==> src/rtl/filter_sequencer_pkg.sv <==
// Shared types and defaults for the filter sequencing chain.
// Build option FILTER_BYPASS_EN is consumed by filter_sequencer, not here.
package kf_pkg;

  typedef enum logic [1:0] {
    IDLE = 2'd0,
    FILT = 2'd1,
    SEND = 2'd2
  } seq_state_t;

  localparam int KF_DATA_W      = 16;
  localparam int KF_TIMEOUT_DEF = 1024;

endpackage

==> src/rtl/filter_sequencer_if.sv <==
// Sample/filter/transmit handshake bundle; master = sequencer, slave = surrounding chain.
interface filter_sequencer_if #(
  parameter int DATA_W = kf_pkg::KF_DATA_W
);

  logic              z_valid;
  logic [DATA_W-1:0] z_in;
  logic              kf_start;
  logic [DATA_W-1:0] kf_z;
  logic              kf_done;
  logic [DATA_W-1:0] kf_x;
  logic              tx_start;
  logic [DATA_W-1:0] tx_data;
  logic              tx_busy;

  modport master (
    input  z_valid, z_in, kf_done, kf_x, tx_busy,
    output kf_start, kf_z, tx_start, tx_data
  );

  modport slave (
    output z_valid, z_in, kf_done, kf_x, tx_busy,
    input  kf_start, kf_z, tx_start, tx_data
  );

endinterface

==> src/rtl/filter_sequencer_sync_edge_detect.sv <==
// Two-flop synchronizer plus history flop; pulse is high for one cycle per rising edge.
// Pulse appears after the 2nd clk edge that has captured the input high.
module sync_edge_detect (
  input  logic clk,
  input  logic rst_n,
  input  logic async_in,
  output logic pulse
);

  logic sync1;
  logic sync2;
  logic hist;

  always_ff @(posedge clk or negedge rst_n) begin
    if (!rst_n) begin
      sync1 <= 1'b0;
      sync2 <= 1'b0;
      hist  <= 1'b0;
    end else begin
      sync1 <= async_in;
      sync2 <= sync1;
      hist  <= sync2;
    end
  end

  assign pulse = sync2 & ~hist;

endmodule

==> src/rtl/filter_sequencer.sv <==
// Sequences one sample through deserializer -> Kalman filter -> serializer, counting drops and timeouts.
// Optional FILTER_BYPASS_EN: skip the filter and send the measurement straight to the serializer.
module filter_sequencer
  import kf_pkg::*;
#(
  parameter int DATA_W      = KF_DATA_W,
  parameter int TIMEOUT_CYC = KF_TIMEOUT_DEF,
  parameter int CNT_W       = 8
) (
  input  logic                  clk,
  input  logic                  rst_n,
  input  logic                  enable,
  input  logic                  clr_err,
  output logic                  busy,
  output logic                  timeout_err,
  output logic [CNT_W-1:0]      overrun_cnt,
  filter_sequencer_if.master    bus
);

  localparam int TW = (TIMEOUT_CYC > 2) ? $clog2(TIMEOUT_CYC) : 1;
  localparam logic [TW-1:0]    T_LAST  = TW'(TIMEOUT_CYC - 1);
  localparam logic [CNT_W-1:0] CNT_MAX = {CNT_W{1'b1}};

  seq_state_t    state;
  logic [TW-1:0] tcnt;
  logic          samp;
  logic          to_fire;
  logic          overrun;

  sync_edge_detect u_sync (
    .clk      (clk),
    .rst_n    (rst_n),
    .async_in (bus.z_valid),
    .pulse    (samp)
  );

`ifdef FILTER_BYPASS_EN
  assign to_fire = 1'b0;
`else
  // kf_done in the final cycle takes priority over the abort
  assign to_fire = (state == FILT) && !bus.kf_done && (tcnt == T_LAST);
`endif
  assign overrun = samp && (state != IDLE);

  always_ff @(posedge clk or negedge rst_n) begin
    if (!rst_n) begin
      state        <= IDLE;
      tcnt         <= '0;
      busy         <= 1'b0;
      bus.kf_start <= 1'b0;
      bus.kf_z     <= '0;
      bus.tx_start <= 1'b0;
      bus.tx_data  <= '0;
    end else begin
      bus.kf_start <= 1'b0;
      bus.tx_start <= 1'b0;
      case (state)
        IDLE: begin
          if (samp && enable) begin
`ifdef FILTER_BYPASS_EN
            bus.tx_data  <= bus.z_in;
            state        <= SEND;
`else
            bus.kf_z     <= bus.z_in;
            bus.kf_start <= 1'b1;
            tcnt         <= '0;
            state        <= FILT;
`endif
            busy         <= 1'b1;
          end
        end
`ifndef FILTER_BYPASS_EN
        FILT: begin
          if (bus.kf_done) begin
            bus.tx_data <= bus.kf_x;
            state       <= SEND;
          end else if (to_fire) begin
            state <= IDLE;
            busy  <= 1'b0;
          end else begin
            tcnt <= tcnt + TW'(1);
          end
        end
`endif
        SEND: begin
          if (!bus.tx_busy) begin
            bus.tx_start <= 1'b1;
            state        <= IDLE;
            busy         <= 1'b0;
          end
        end
        default: begin
          state <= IDLE;
          busy  <= 1'b0;
        end
      endcase
    end
  end

  // Status flags: a set/increment in the same cycle as clr_err wins
  always_ff @(posedge clk or negedge rst_n) begin
    if (!rst_n) begin
      timeout_err <= 1'b0;
      overrun_cnt <= '0;
    end else begin
      if (to_fire)      timeout_err <= 1'b1;
      else if (clr_err) timeout_err <= 1'b0;

      if (overrun) begin
        if (clr_err)                     overrun_cnt <= CNT_W'(1);
        else if (overrun_cnt != CNT_MAX) overrun_cnt <= overrun_cnt + CNT_W'(1);
      end else if (clr_err) begin
        overrun_cnt <= '0;
      end
    end
  end

endmodule

==> src/flat_wrapper.sv <==
// flat-port wrapper written by rule: the top's interface ports become plain ports
module filter_sequencer_flat import kf_pkg::*;
#(
  parameter int DATA_W      = KF_DATA_W,
  parameter int TIMEOUT_CYC = KF_TIMEOUT_DEF,
  parameter int CNT_W       = 8
)
  (clk, rst_n, enable, clr_err, busy, timeout_err, overrun_cnt, bus_z_valid, bus_z_in, bus_kf_done, bus_kf_x, bus_tx_busy, bus_kf_start, bus_kf_z, bus_tx_start, bus_tx_data);
  filter_sequencer_if #(.DATA_W(DATA_W)) bus_i ();
  input  logic clk;
  input  logic rst_n;
  input  logic enable;
  input  logic clr_err;
  output logic busy;
  output logic timeout_err;
  output logic [CNT_W-1:0] overrun_cnt;
  input wire logic [$bits(bus_i.z_valid)-1:0] bus_z_valid;
  input wire logic [$bits(bus_i.z_in)-1:0] bus_z_in;
  input wire logic [$bits(bus_i.kf_done)-1:0] bus_kf_done;
  input wire logic [$bits(bus_i.kf_x)-1:0] bus_kf_x;
  input wire logic [$bits(bus_i.tx_busy)-1:0] bus_tx_busy;
  output wire logic [$bits(bus_i.kf_start)-1:0] bus_kf_start;
  output wire logic [$bits(bus_i.kf_z)-1:0] bus_kf_z;
  output wire logic [$bits(bus_i.tx_start)-1:0] bus_tx_start;
  output wire logic [$bits(bus_i.tx_data)-1:0] bus_tx_data;
  assign bus_i.z_valid = bus_z_valid;
  assign bus_i.z_in = bus_z_in;
  assign bus_i.kf_done = bus_kf_done;
  assign bus_i.kf_x = bus_kf_x;
  assign bus_i.tx_busy = bus_tx_busy;
  assign bus_kf_start = bus_i.kf_start;
  assign bus_kf_z = bus_i.kf_z;
  assign bus_tx_start = bus_i.tx_start;
  assign bus_tx_data = bus_i.tx_data;
  filter_sequencer #(.DATA_W(DATA_W), .TIMEOUT_CYC(TIMEOUT_CYC), .CNT_W(CNT_W)) u_core (.clk(clk), .rst_n(rst_n), .enable(enable), .clr_err(clr_err), .busy(busy), .timeout_err(timeout_err), .overrun_cnt(overrun_cnt), .bus(bus_i));
endmodule
==> config.mk <==
export PLATFORM = sky130hd
export DESIGN_NAME = filter_sequencer_flat
export DESIGN_NICKNAME = d
export VERILOG_FILES = /design/src/rtl/filter_sequencer_pkg.sv /design/src/rtl/filter_sequencer_if.sv /design/src/rtl/filter_sequencer_sync_edge_detect.sv /design/src/rtl/filter_sequencer.sv /design/src/flat_wrapper.sv
export SDC_FILE = /design/constraint.sdc
export NUM_CORES = 1
export LEC_CHECK = 0
export ABC_AREA = 1
export ABC_CLOCK_PERIOD_IN_PS = 1750
export BUFFER_PORTS_ARGS = -buffer_cell sky130_fd_sc_hd__buf_2
export CAP_MARGIN = 10
export CORE_AREA = 2 2 87 68
export DETAILED_ROUTE_END_ITERATION = 10
export DIE_AREA = 0 0 89 70
export PLACE_DENSITY = 0.85
export SLEW_MARGIN = 20
export SYNTH_ARGS = -nofsm -noshare
export SYNTH_HDL_FRONTEND = slang
export SYNTH_SLANG_ARGS = --single-unit
==> constraint.sdc <==
create_clock -name clk -period 1.75 [get_ports clk]
set_input_delay 0.35 -clock clk [delete_from_list [all_inputs] [get_ports clk]]
set_output_delay 0.35 -clock clk [all_outputs]
set_load 0.1 [all_outputs]
After elaboration in Yosys (flattened, before gate mapping)
Cells that the tools add are included.
{ "totals": {"register_bits": 59, "elab_cells": 67} }
{ "classes": {"addsub": 2, "eq_ne": 10, "muxes": 24, "n_bitwise": 2, "reduce_logical": 17} }
{ "op_table": {"columns": ["operator", "n"], "rows": [
  ["8-bit 2-to-1 mux", 4],
  ["10-bit 2-to-1 mux", 3],
  ["10-bit one-hot mux with 2 select lines", 1],
  ["10-bit by 1-bit adder with 10-bit output, second input constant", 1],
  ["10-bit equality test, second input constant", 1],
  ["1-bit 2-to-1 mux", 10],
  ["2-bit nonzero test", 5],
  ["8-bit by 1-bit adder with 8-bit output, second input constant", 1],
  ["2-bit 2-to-1 mux", 4],
  ["8-bit != test, second input constant", 1],
  ["4-bit AND reduction", 2],
  ["2-bit != test, second input constant", 3],
  ["2-bit one-hot mux with 3 select lines", 1],
  ["2-bit AND reduction", 3],
  ["1-bit logical AND", 4],
  ["2-bit by 1-bit != test with 1-bit output, second input constant", 2],
  ["3-bit by 2-bit != test with 1-bit output, second input constant", 1],
  ["1-bit one-hot mux with 3 select lines", 1],
  ["3-bit AND reduction", 1],
  ["2-bit by 1-bit equality test with 1-bit output, second input constant", 1],
  ["2-bit equality test, second input constant", 1],
  ["2-bit logical NOT", 1],
  ["1-bit bitwise AND", 1],
  ["1-bit logical NOT", 1],
  ["1-bit NOT", 1]
]} }

Depth between registers and ports, before layout
Gate-level depths: netlist of the first run.
{ "depth": {"word_depth": 6, "depth_mapped": 10} }

Modules after synthesis
From an unflattened synthesis of the first run, not the netlist that was laid out.
{ "hier_totals": {"hier_cells": 292, "area_unflattened_um2": 2686.3} }
{ "by_module_without_submodules": {"columns": ["module", "n_inst", "cells_per_inst", "area_each_um2", "seq_area_each_um2"], "rows": [
  ["filter_sequencer", 1, 287, 2601.2, 1401.3],
  ["sync_edge_detect", 1, 5, 85.1, 75.1]
]} }

Least setup slack after synthesis of the first run
OpenSTA, ideal clock, no wires.
{ "synth_path": {"path_type": "reg-to-reg", "from": "register u_core.overrun_cnt[0]", "to": "register u_core.overrun_cnt[0]", "arrival_time_ns": 1.966, "t_required_ns": 1.654, "setup_slack_ns": -0.312, "stages_incl_launch_ff": 8, "n_path_buf": 0, "period_less_slack_ns": 2.062, "cell_sequence": "dfrtp_1 > ha_1 > nand2_1 > nor2_1 > nand2_1 > nand2_1 > nand3_1 > o211ai_1"} }
{ "synth_via": {"elab_chain_cells": 4, "word_cells_on_any_way": 7, "classes_between": "add/sub (1); eq/ne (1); mux (3); reduce/logical (2)"} }
{ "synth_lines": {"columns": ["item", "line", "source"], "rows": [
  ["start, declared", "filter_sequencer.sv:16", "output logic [CNT_W-1:0] overrun_cnt,"],
  ["start signal, assigned", "filter_sequencer.sv:111", "else if (overrun_cnt != CNT_MAX) overrun_cnt <= overrun_cnt + CNT_W'(1);"],
  ["8-bit by 1-bit adder with 8-bit output", "filter_sequencer.sv:111", null],
  ["8-bit 2-to-1 mux", "filter_sequencer.sv:111", null],
  ["8-bit 2-to-1 mux", "filter_sequencer.sv:110", "if (clr_err) overrun_cnt <= CNT_W'(1);"],
  ["8-bit 2-to-1 mux", "filter_sequencer.sv:109", "if (overrun) begin"]
]} }
Several ways; a longest one is shown, not always the timed one. The select of a mux whose other input is x is not followed.
A chain may end at the register's enable or synchronous reset.

Final worst setup path of the first run
{ "layout_path": {"from": "register u_core.overrun_cnt[4]", "to": "output port overrun_cnt[4]"} }
{ "layout_lines": {"columns": ["item", "line", "source"], "rows": [
  ["end, declared", "flat_wrapper.sv:16", "output logic [CNT_W-1:0] overrun_cnt;"]
]} }
No word-level cell between the ends.

==> results.py, run 1 <==
metrics = {
    "timing": {
        "final_setup_violation_count": 0,
        "timing.final.max_slew_violations": 0,
        "finalHoldViolCount": 0,
        "final_tns_setup_ns": 0,
        "finClkSkew_ns": 0.00665,
        "rsz_0062_raised_after_global_routing": "false",
        "worst_pin_slew_ns": 0.496,
        "layout_min_cycle_time_ns": 1.52,
        "post-route-worst-setup-slack_ns": 0.230,
        "relSlewSlack": 0.671,
        "fmax_mhz": 658,
        "part_of_the_cycle_the_worst_path_needs": 0.869,
    },
    "layout": {
        "design.final.nets": 409,
        "num_antenna_cells": 0,
        "layout-drive-gt1-share": 0.343,
        "count_of_non_filler_cells_in_the_finished_layout": 451,
        "area_growth_syn_to_layout_pct": 28.6,
        "n_fill_cell": 512,
        "design_area_final_um2": 3370,
    },
    "route": {
        "postRouteWirelength_um": 5170,
        "drt_drc_violations_left": 0,
        "post_drt_wl_per_cell_um": 11.5,
        "firstDrtPassIters": 4,
        "1st_iter_drt_viols": 92,
        "ant_nets": 0,
        "num_vias": 2144,
        "avgViaCountPerCell": 4.75,
    },
    "logic_synthesis": {
        "edff_count_synth": 0,
        "synth_area_um2": 2620,
        "postSynthAreaPerCell_um2": 9.46,
        "yosys_register_bits": 59,
        "synth_fp_nets": 318,
        "post_syn_instances": 277,
        "yosys_warnings": 0,
        "synth_top_area_share": 0.563,
        "ys_seq_area_frac": 0.563,
        "dominantRegCellSynth": "dfrtp_1",
        "synth.distinct_cells": 28,
        "yosys.area.top_type": "dfrtp_1",
        "post_synth_main_area_contributors": "dfrtp_1 (56%), nand2_1 (13%), mux2_1 (6.9%)",
        "ys_async_sr_fraction": 1.00,
    },
    "power_and_ir_drop": {
        "total_power_w": 0.00594,
        "power.density_cell_area_nw_per_um2": 1760,
        "power.leakage_nw": 1.78,
        "vdd.ir_drop.worst_mv": 0.928,
    },
    "grt": {
        "gr-total-overflow": 0,
        "grt.total_usage": 0.180,
        "grt_start_max_net_pins": 60,
        "global_route_wire_length_before_repair_um": 8560,
        "antenna_violations_before_repair": 0,
        "first_global_vias": 2000,
    },
    "worst_setup_path": {
        "crit_path_top_delay_cell": "buf_2",
        "worst-path-max-fanout": 5,
        "rrSetupSlack_ns": 0.24,
        "timing.critical_path.to_type": "output pin",
        "path_class": "register to output pin",
        "critical_path.cell_chain": "buf_2",
        "critPathBufInv": 1,
        "start_kind": "register",
        "crit_family": "buffers and inverters",
        "rr_worst_depth": 9,
        "crit_path_max_incr_delay_ns": 0.45,
        "rr_startpoint": "u_core.tcnt[0]",
        "critical_path.reg2reg.endpoint": "u_core.tcnt[8]",
        "timing.critical_path.arrival_ns": 1.17,
        "critPathRequiredTime_ns": 1.40,
    },
    "placed_design": {
        "gp_congestion": 0.779,
        "post-place-ws_ns": 0.254,
        "post-place-cells": 435,
        "placement.cell_area_um2": 3130,
        "hpwl_um": 3710,
        "placement.io_buffers": 82,
    },
    "clock_network": {
        "tritoncts": "built",
        "clkSinkCount": 59,
        "clock_root_buffer": "clkbuf_8",
        "cts_made_buffers": 9,
        "clk_pin_slew_worst_paths_ns": 0.06,
        "cts_hold_buffers": 0,
        "clockBufferDepth": 2,
        "post_cts_resized": 0,
        "cts-htree-levels": 3,
        "worstSkewPairLatency_ns": 0.33,
        "post-cts-setup-buffer-count": 0,
    },
    "floorplanning": {
        "core-area_um2": 5530,
        "dieHeight_um": 70,
        "floorplan.rows": 24,
        "ios": 83,
        "initial_core_util": 0.474,
        "die-area_um2": 6230,
        "die_width_um": 89,
    },
    "run_status": {
        "outcome": "finished, final reports clean",
    },
    "flow_run": {
        "timing.max_cap.violations": 0,
    },
    "worst_hold_path": {
        "timing.hold.worst.class": "input port to asynchronous set/reset pin",
    },
}
==> cell usage after synthesis, types with 3 or more instances <==
| cell | instances |
|---|---|
| dfrtp_1 | 59 |
| nand4_1 | 8 |
| nand2_2 | 4 |
| nand3_1 | 25 |
| inv_2 | 5 |
| inv_1 | 16 |
| o21ai_0 | 3 |
| nand2_1 | 92 |
| o21ai_2 | 5 |
| mux2_1 | 16 |
| o21ai_1 | 6 |
| or2_2 | 3 |
| nor2_1 | 13 |
==> cells in the final DEF (no fill, tap or decap), drive strengths merged <==
master  count
nor3        2
nand3      27
mux2       16
clkbuf     11
inv        22
xor2        2
ha          2
buf        85
bufinv      3
or2         3
nor2       16
clkinv      3
dfrtp      59
nand4       8
o21ai      14
nand2      97
o211ai      2
a21o        1
==> worst max-delay path by stage <==
| stage | startpoint | to | cells after the start |
|---|---|---|---|
| after global routing | u_core.overrun_cnt[0] | u_core.overrun_cnt[3] | 7 |
| after CTS | u_core.overrun_cnt[0] | overrun_cnt[0] | 1 |
| after detailed placement | u_core.tcnt[0] | u_core.tcnt[8] | 9 |
| final | u_core.overrun_cnt[4] | overrun_cnt[4] | 1 |
| after floorplan | u_core.overrun_cnt[4] | u_core.overrun_cnt[7] | 5 |
| after global placement | u_core.overrun_cnt[0] | u_core.overrun_cnt[3] | 7 |
==> per-stage QoR <==
step,utilization,hold slack [ns]
after floorplan,-,0.0544
after global placement,0.567,0.334
after detailed placement,0.567,0.336
after CTS,0.610,0.0228
after global routing,0.610,0.0298
final,0.610,0.0122
==> cell type report <==
type,instances,area (µm²),share of cell area
clock buffers,11,141,0.0419
repair buffers,85,445,0.132
multi-input cells,190,1020,0.302
well taps,78,97.6,0.0289
clock inverters,5,100,0.0297
flip-flops and latches,59,1480,0.439
inverters,23,88.8,0.0263
==> flip-flops by register name, summed over array words and instances, names as in the netlist <==
signal / cells
u_core.bus.kf_start: 1
u_core.bus.kf_z: 16
u_core.bus.tx_data: 16
u_core.bus.tx_start: 1
u_core.busy: 1
u_core.overrun_cnt: 8
u_core.state: 2
u_core.tcnt: 10
u_core.timeout_err: 1
u_core.u_sync.hist: 1
u_core.u_sync.sync1: 1
u_core.u_sync.sync2: 1
==> per-layer routing <==
| metal | vias to the layer above | routed length (µm) | track usage | part of all wire |
|---|---|---|---|---|
| met2 | 80 | 2410 | 0.281 | 0.47 |
| met5 | - | 0 | 0 | 0 |
| met4 | 0 | 54 | 0.0647 | 0.010 |
| met3 | 6 | 390 | 0.0697 | 0.075 |
| met1 | 975 | 2310 | 0.227 | 0.45 |
| li1 | 1083 | - | - | - |
==> kinds of logic after synthesis <==
| logic type | synth area share |
|---|---|
| AND/OR/NAND/NOR | 0.261 |
| flip-flops | 0.563 |
| buffers and inverters | 0.0487 |
| AO/OA/AOI/OAI | 0.0425 |
| multiplexers | 0.0687 |
| XOR/XNOR | 0.00668 |
| adder cells (fa/ha/maj) | 0.00955 |
==> power by group <==
group          switching, W  leakage [nW]  internal [W]
Sequential         0.000141         0.750       0.00165
Clock              0.000504         0.123      0.000980
Combinational       0.00231         0.907      0.000368
Total               0.00295          1.78       0.00299
Power figures use the tool's default switching activity.
==> inputs of run 2 (changes only) <==
ABC_AREA = default   (was 1)
ABC_CLOCK_PERIOD_IN_PS = 1500   (was 1750)
CORE_AREA = 2 2 85 66   (was 2 2 87 68)
DIE_AREA = 0 0 87 68   (was 0 0 89 70)
PLACE_DENSITY = 0.86   (was 0.85)
clock period = 1.5 ns   (was 1.75 ns; I/O delays follow)
==> run 2 against run 1 <==
Against the previous run:
- the flow now finishes with violations (setup timing)
- register-to-register slack got worse by 0.27 ns
- via count increased by 0.19%
- area after synthesis fell by 5.8%
- final cell count decreased by 10%
==> results.py, run 2 <==
metrics = {
    "run_status": {
        "outcome": "finished, violations left",
        "failed_checks": "setup timing",
    },
    "timing": {
        "worst_pin_slew_ns": 0.497,
        "final_setup_violation_count": 4,
        "timing.final.max_slew_violations": 0,
        "finalHoldViolCount": 0,
        "layout_min_cycle_time_ns": 1.53,
        "post-route-worst-setup-slack_ns": -0.0255,
        "relSlewSlack": 0.671,
        "part_of_the_cycle_the_worst_path_needs": 1.02,
        "fmax_mhz": 656,
        "rsz_0062_raised_after_global_routing": "true",
        "final_tns_setup_ns": -0.0502,
        "finClkSkew_ns": 0.00837,
    },
    "flow_run": {
        "timing.max_cap.violations": 0,
    },
    "layout": {
        "num_antenna_cells": 0,
        "n_fill_cell": 379,
        "layout-drive-gt1-share": 0.488,
        "design.final.nets": 378,
        "mostFrequentLayoutCell": "buf_2",
        "most-common-layout-cells": "buf_2 (73), nand2_1 (58), dfrtp_1 (50)",
        "finalCoreUtilization": 0.706,
        "design_area_final_um2": 3640,
        "area_growth_syn_to_layout_pct": 47.3,
        "largest_registers": "u_core.bus.kf_z (16), u_core.bus.tx_data (16), u_core.tcnt (10)",
    },
    "route": {
        "ant_nets": 0,
        "firstDrtPassIters": 4,
        "1st_iter_drt_viols": 119,
        "post_drt_wl_per_cell_um": 14.9,
        "avgViaCountPerCell": 5.32,
        "postRouteWirelength_um": 6020,
        "num_vias": 2148,
        "drt_drc_violations_left": 0,
    },
    "clock_network": {
        "cts_made_buffers": 9,
        "tritoncts": "built",
        "clockBufferDepth": 2,
        "clk_pin_slew_worst_paths_ns": 0.07,
        "clock_root_buffer": "clkbuf_8",
        "cts-htree-levels": 3,
        "worstSkewPairLatency_ns": 0.34,
        "clkSinkCount": 59,
    },
    "power_and_ir_drop": {
        "power.density_cell_area_nw_per_um2": 1960,
        "power.leakage_nw": 1.76,
        "total_power_w": 0.00714,
        "vdd.ir_drop.worst_mv": 2.00,
    },
    "worst_setup_path": {
        "path_class": "register to register",
        "rr_startpoint": "u_core.state[1]",
        "crit_family": "simple AND/OR/NAND/NOR gates",
        "start_kind": "register",
        "worst-path-max-fanout": 5,
        "critPathBufInv": 0,
        "crit_path_max_incr_delay_ns": 0.43,
        "timing.critical_path.to_type": "register",
        "timing.critical_path.from": "u_core.state[1]",
        "timing.critical_path.arrival_ns": 1.79,
        "crit_path_top_delay_cell": "dfrtp_2",
        "critical_path.cell_chain": "nor3b_4, o2111ai_4, or3_4, a21oi_2",
        "critPathRequiredTime_ns": 1.77,
    },
    "worst_hold_path": {
        "hold_path.startpoint": "bus_z_valid",
        "timing.hold.worst.class": "input port to register",
    },
    "logic_synthesis": {
        "yosys_warnings": 0,
        "edff_count_synth": 0,
        "postSynthAreaPerCell_um2": 11.0,
        "post_synth_main_area_contributors": "dfrtp_1 (60%), nand2_1 (8.8%), mux2_2 (7.3%)",
        "dominantRegCellSynth": "dfrtp_1",
        "post-synth-top-count-cell": "dfrtp_1",
        "ys_seq_area_frac": 0.598,
        "post_syn_instances": 224,
        "yosys.area.top_type": "dfrtp_1",
        "synth.distinct_cells": 39,
        "synth_area_um2": 2470,
        "yosys_register_bits": 59,
        "synth_top_area_share": 0.598,
        "ys_async_sr_fraction": 1.00,
        "synth_fp_nets": 265,
        "synthTopCellsByCount": "dfrtp_1 (59), nand2_1 (58), mux2_2 (16)",
    },
    "floorplanning": {
        "dieHeight_um": 68,
        "floorplan.rows": 23,
        "die_width_um": 87,
        "ios": 83,
        "die-area_um2": 5920,
        "core-area_um2": 5150,
        "initial_core_util": 0.479,
    },
    "placed_design": {
        "placement.io_buffers": 82,
        "placement.cell_area_um2": 3200,
        "post-place-ws_ns": -0.0562,
        "gp_congestion": 0.783,
        "hpwl_um": 3920,
    },
    "grt": {
        "gr-total-overflow": 0,
        "antenna_violations_before_repair": 0,
        "first_global_vias": 2102,
        "global_route_wire_length_before_repair_um": 9430,
        "grt.total_usage": 0.210,
        "grt_start_max_net_pins": 60,
    },
}
==> run 2: cell types whose count changed in the layout (fill, tap and decap cells not counted), sizes merged, moves of 3 or more <==
cell and change:
nand2 -39, buf +21, inv -18, nand3 -16, nor2 -12, a21oi +9, nand4 -5, or3 +5
o21ai -4, o31ai +4, clkbuf +3, clkinv -3, or4 +3
==> run 2: layer usage <==
metal,global-route usage,share of wire,vias up
li1,-,-,1017
met4,0.0527,0.010,0
met1,0.246,0.41,1036
met5,0,0,-
met2,0.359,0.51,83
met3,0.0893,0.070,12
==> run 2: final timing paths <==
path | endpoint | slack (ns) | cells past startpoint
max in group asynchronous | u_core.overrun_cnt[0] | 0.72 | 3
hold / removal | u_core.u_sync.sync1 | 0.07 | 1
setup / recovery | u_core.tcnt[7] | -0.03 | 4
setup reg to reg | u_core.tcnt[7] | -0.03 | 4
hold reg to reg | u_core.u_sync.sync2 | 0.35 | 0
min in group asynchronous | u_core.bus.tx_data[5] | 0.50 | 3
==> run 2: timing repair <==
action,in CTS,in global routing
endpoints found under the setup margin,10,13
gates resized for setup,7,19
pin swaps,4,8
hold buffers,1,0
buffers inserted,3,4
hold endpoints to repair,59,0
gates cloned,1,0
==> run 2: logic make-up (layout without fill, tap and decap cells) <==
kind of cell | after synthesis | after routing | synth area share
multiplexers | 18 | 18 | 0.0811
adder cells (fa/ha/maj) | 2 | 2 | 0.0101
AO/OA/AOI/OAI | 35 | 36 | 0.0948
buffers and inverters | 12 | 129 | 0.0223
AND/OR/NAND/NOR | 97 | 97 | 0.190
XOR/XNOR | 1 | 1 | 0.00355
flip-flops | 59 | 59 | 0.598
==> run 2: area by class of cell <==
cell class                      instances  area, µm²  area share
Sequential cell                        59       1510       0.414
Multi-Input combinational cell        154       1060       0.291
Timing Repair Buffer                  109        737       0.203
Clock buffer                           12        145      0.0399
Clock inverter                          4       97.6      0.0268
Tap cell                               62       77.6      0.0213
Inverter                                4       15.0     0.00413
==> run 2: through the flow <==
step | hold WS (ns) | std cells
after floorplan | 0.00441 | 224
after global placement | 0.325 | 379
after detailed placement | 0.328 | 379
after CTS | 0.0601 | 400
after global routing | 0.0556 | 404
final | 0.0747 | 404
==> run 2: where the power goes <==
part / internal, W / switching [W]
combinational: 0.000551 / 0.00269
sequential: 0.00193 / 0.000196
clock: 0.00115 / 0.000614
total: 0.00364 / 0.00350
==> inputs of run 3 (changes only) <==
SKIP_CTS_REPAIR_TIMING = 1   (was default)
==> run 3 against run 2 <==
Against the previous run:
- the run still ends with setup timing left
- hold slack is essentially flat
- final cell count shrank 0.74%
- critical path depth is the same
- clock power is essentially flat
- combinational power is essentially flat
- fmax shrank 3.6%
- die area is the same
- worst setup slack lost 0.056 ns
- via count shrank 0.19%
- sequential share of layout area grew 0.27 points
- flip-flop and latch count is the same
- critical path type unchanged
- largest power group unchanged
- highest routed layer unchanged
==> results.py, run 3 (synthesized netlist as in run 2, its figures left out) <==
metrics = {
    "worst_setup_path": {
        "worst-path-max-fanout": 6,
        "path_class": "register to register",
        "timing.critical_path.arrival_ns": 1.84,
        "start_kind": "register",
        "timing.critical_path.to_type": "register",
        "critPathRequiredTime_ns": 1.76,
    },
    "power_and_ir_drop": {
        "power.density_cell_area_nw_per_um2": 1970,
        "vdd.ir_drop.worst_mv": 2.00,
        "total_power_w": 0.00711,
        "power.leakage_nw": 1.75,
    },
    "placed_design": {
        "hpwl_um": 3920,
        "gp_congestion": 0.783,
        "placement.io_buffers": 82,
        "post-place-cells": 379,
    },
    "layout": {
        "count_of_non_filler_cells_in_the_finished_layout": 401,
        "most-common-layout-cells": "buf_2 (74), nand2_1 (58), dfrtp_1 (50)",
        "area_growth_syn_to_layout_pct": 46.3,
        "largest_registers": "u_core.bus.kf_z (16), u_core.bus.tx_data (16), u_core.tcnt (10)",
        "layout-drive-gt1-share": 0.490,
        "num_antenna_cells": 0,
        "n_fill_cell": 374,
        "mostFrequentLayoutCell": "buf_2",
        "design.final.nets": 375,
    },
    "run_status": {
        "outcome": "finished, violations left",
        "failed_checks": "setup timing",
    },
    "grt": {
        "first_global_vias": 2069,
        "grt.total_usage": 0.204,
        "gr-total-overflow": 0,
        "antenna_violations_before_repair": 0,
        "global_route_wire_length_before_repair_um": 9180,
        "grt_start_max_net_pins": 60,
    },
    "timing": {
        "part_of_the_cycle_the_worst_path_needs": 1.05,
        "post-route-worst-setup-slack_ns": -0.0817,
        "whs_ns": 0.0743,
        "worst_pin_slew_ns": 0.497,
        "finClkSkew_ns": 0.00880,
        "final_setup_violation_count": 7,
        "fmax_mhz": 632,
        "rsz_0062_raised_after_global_routing": "true",
        "final_tns_setup_ns": -0.131,
        "layout_min_cycle_time_ns": 1.58,
        "relSlewSlack": 0.671,
        "timing.final.max_slew_violations": 0,
        "finalHoldViolCount": 0,
    },
    "clock_network": {
        "clockBufferDepth": 2,
        "tritoncts": "built",
        "clk_pin_slew_worst_paths_ns": 0.07,
        "clkSinkCount": 59,
        "clock_root_buffer": "clkbuf_8",
        "worstSkewPairLatency_ns": 0.34,
        "cts_made_buffers": 9,
        "cts-htree-levels": 3,
    },
    "worst_hold_path": {
        "timing.hold.worst.class": "input port to register",
    },
    "floorplanning": {
        "floorplan.rows": 23,
        "core-area_um2": 5150,
        "initial_core_util": 0.479,
        "die_width_um": 87,
        "ios": 83,
        "dieHeight_um": 68,
        "die-area_um2": 5920,
    },
    "flow_run": {
        "timing.max_cap.violations": 0,
    },
    "route": {
        "post_drt_wl_per_cell_um": 14.9,
        "1st_iter_drt_viols": 104,
        "postRouteWirelength_um": 5970,
        "avgViaCountPerCell": 5.35,
        "ant_nets": 0,
        "firstDrtPassIters": 4,
        "num_vias": 2144,
        "drt_drc_violations_left": 0,
    },
}
-- run 3: metrics by stage --
| stage | utilization | worst slack, ns | cell area [µm²] |
|---|---|---|---|
| floorplan | - | -0.166 | 2510 |
| global placement | 0.622 | -0.0142 | 3200 |
| detailed placement | 0.622 | -0.0562 | 3200 |
| CTS | 0.669 | -0.0803 | 3450 |
| global route | 0.701 | -0.130 | 3610 |
| finish | 0.701 | -0.0817 | 3610 |
-- run 3: worst paths after layout --
kind | endpoint | cells past startpoint | slack (ns) | startpoint
max | u_core.tcnt[7] | 4 | -0.08 | u_core.state[1]
min | u_core.u_sync.sync1 | 1 | 0.07 | bus_z_valid
max reg2reg | u_core.tcnt[7] | 4 | -0.08 | u_core.state[1]
min reg2reg | u_core.u_sync.sync2 | 0 | 0.35 | u_core.u_sync.sync1
max in group asynchronous | u_core.overrun_cnt[0] | 3 | 0.71 | rst_n
min in group asynchronous | u_core.bus.tx_data[5] | 3 | 0.49 | rst_n
-- run 3: cell type report --
class	count	area, µm²	share of cell area
Tap cell	62	77.6	0.0215
Inverter	4	15.0	0.00416
Multi-Input combinational cell	154	1060	0.294
Clock inverter	4	97.6	0.0270
Timing Repair Buffer	106	708	0.196
Sequential cell	59	1510	0.417
Clock buffer	12	145	0.0402
-- run 3: routing by layer --
layer / track usage / vias to the layer above / part of all wire
met5: 0 / - / 0
met4: 0.0488 / 0 / 0.016
met3: 0.0881 / 10 / 0.067
met2: 0.353 / 78 / 0.51
met1: 0.237 / 1047 / 0.41
li1: - / 1009 / -
-- run 3: where the power goes --
part	leakage [nW]	internal, W	switching [W]	total [W]
Combinational	0.896	0.000539	0.00269	0.00323
Clock	0.117	0.00115	0.000606	0.00176
Sequential	0.735	0.00193	0.000194	0.00213
-- run 3: worst max-delay path, cell delays in order (launching register included) --
cell       delay (ns)
dfrtp_2          0.45
nor3b_4          0.31
o2111ai_4        0.20
or3_4            0.38
a21oi_2          0.17
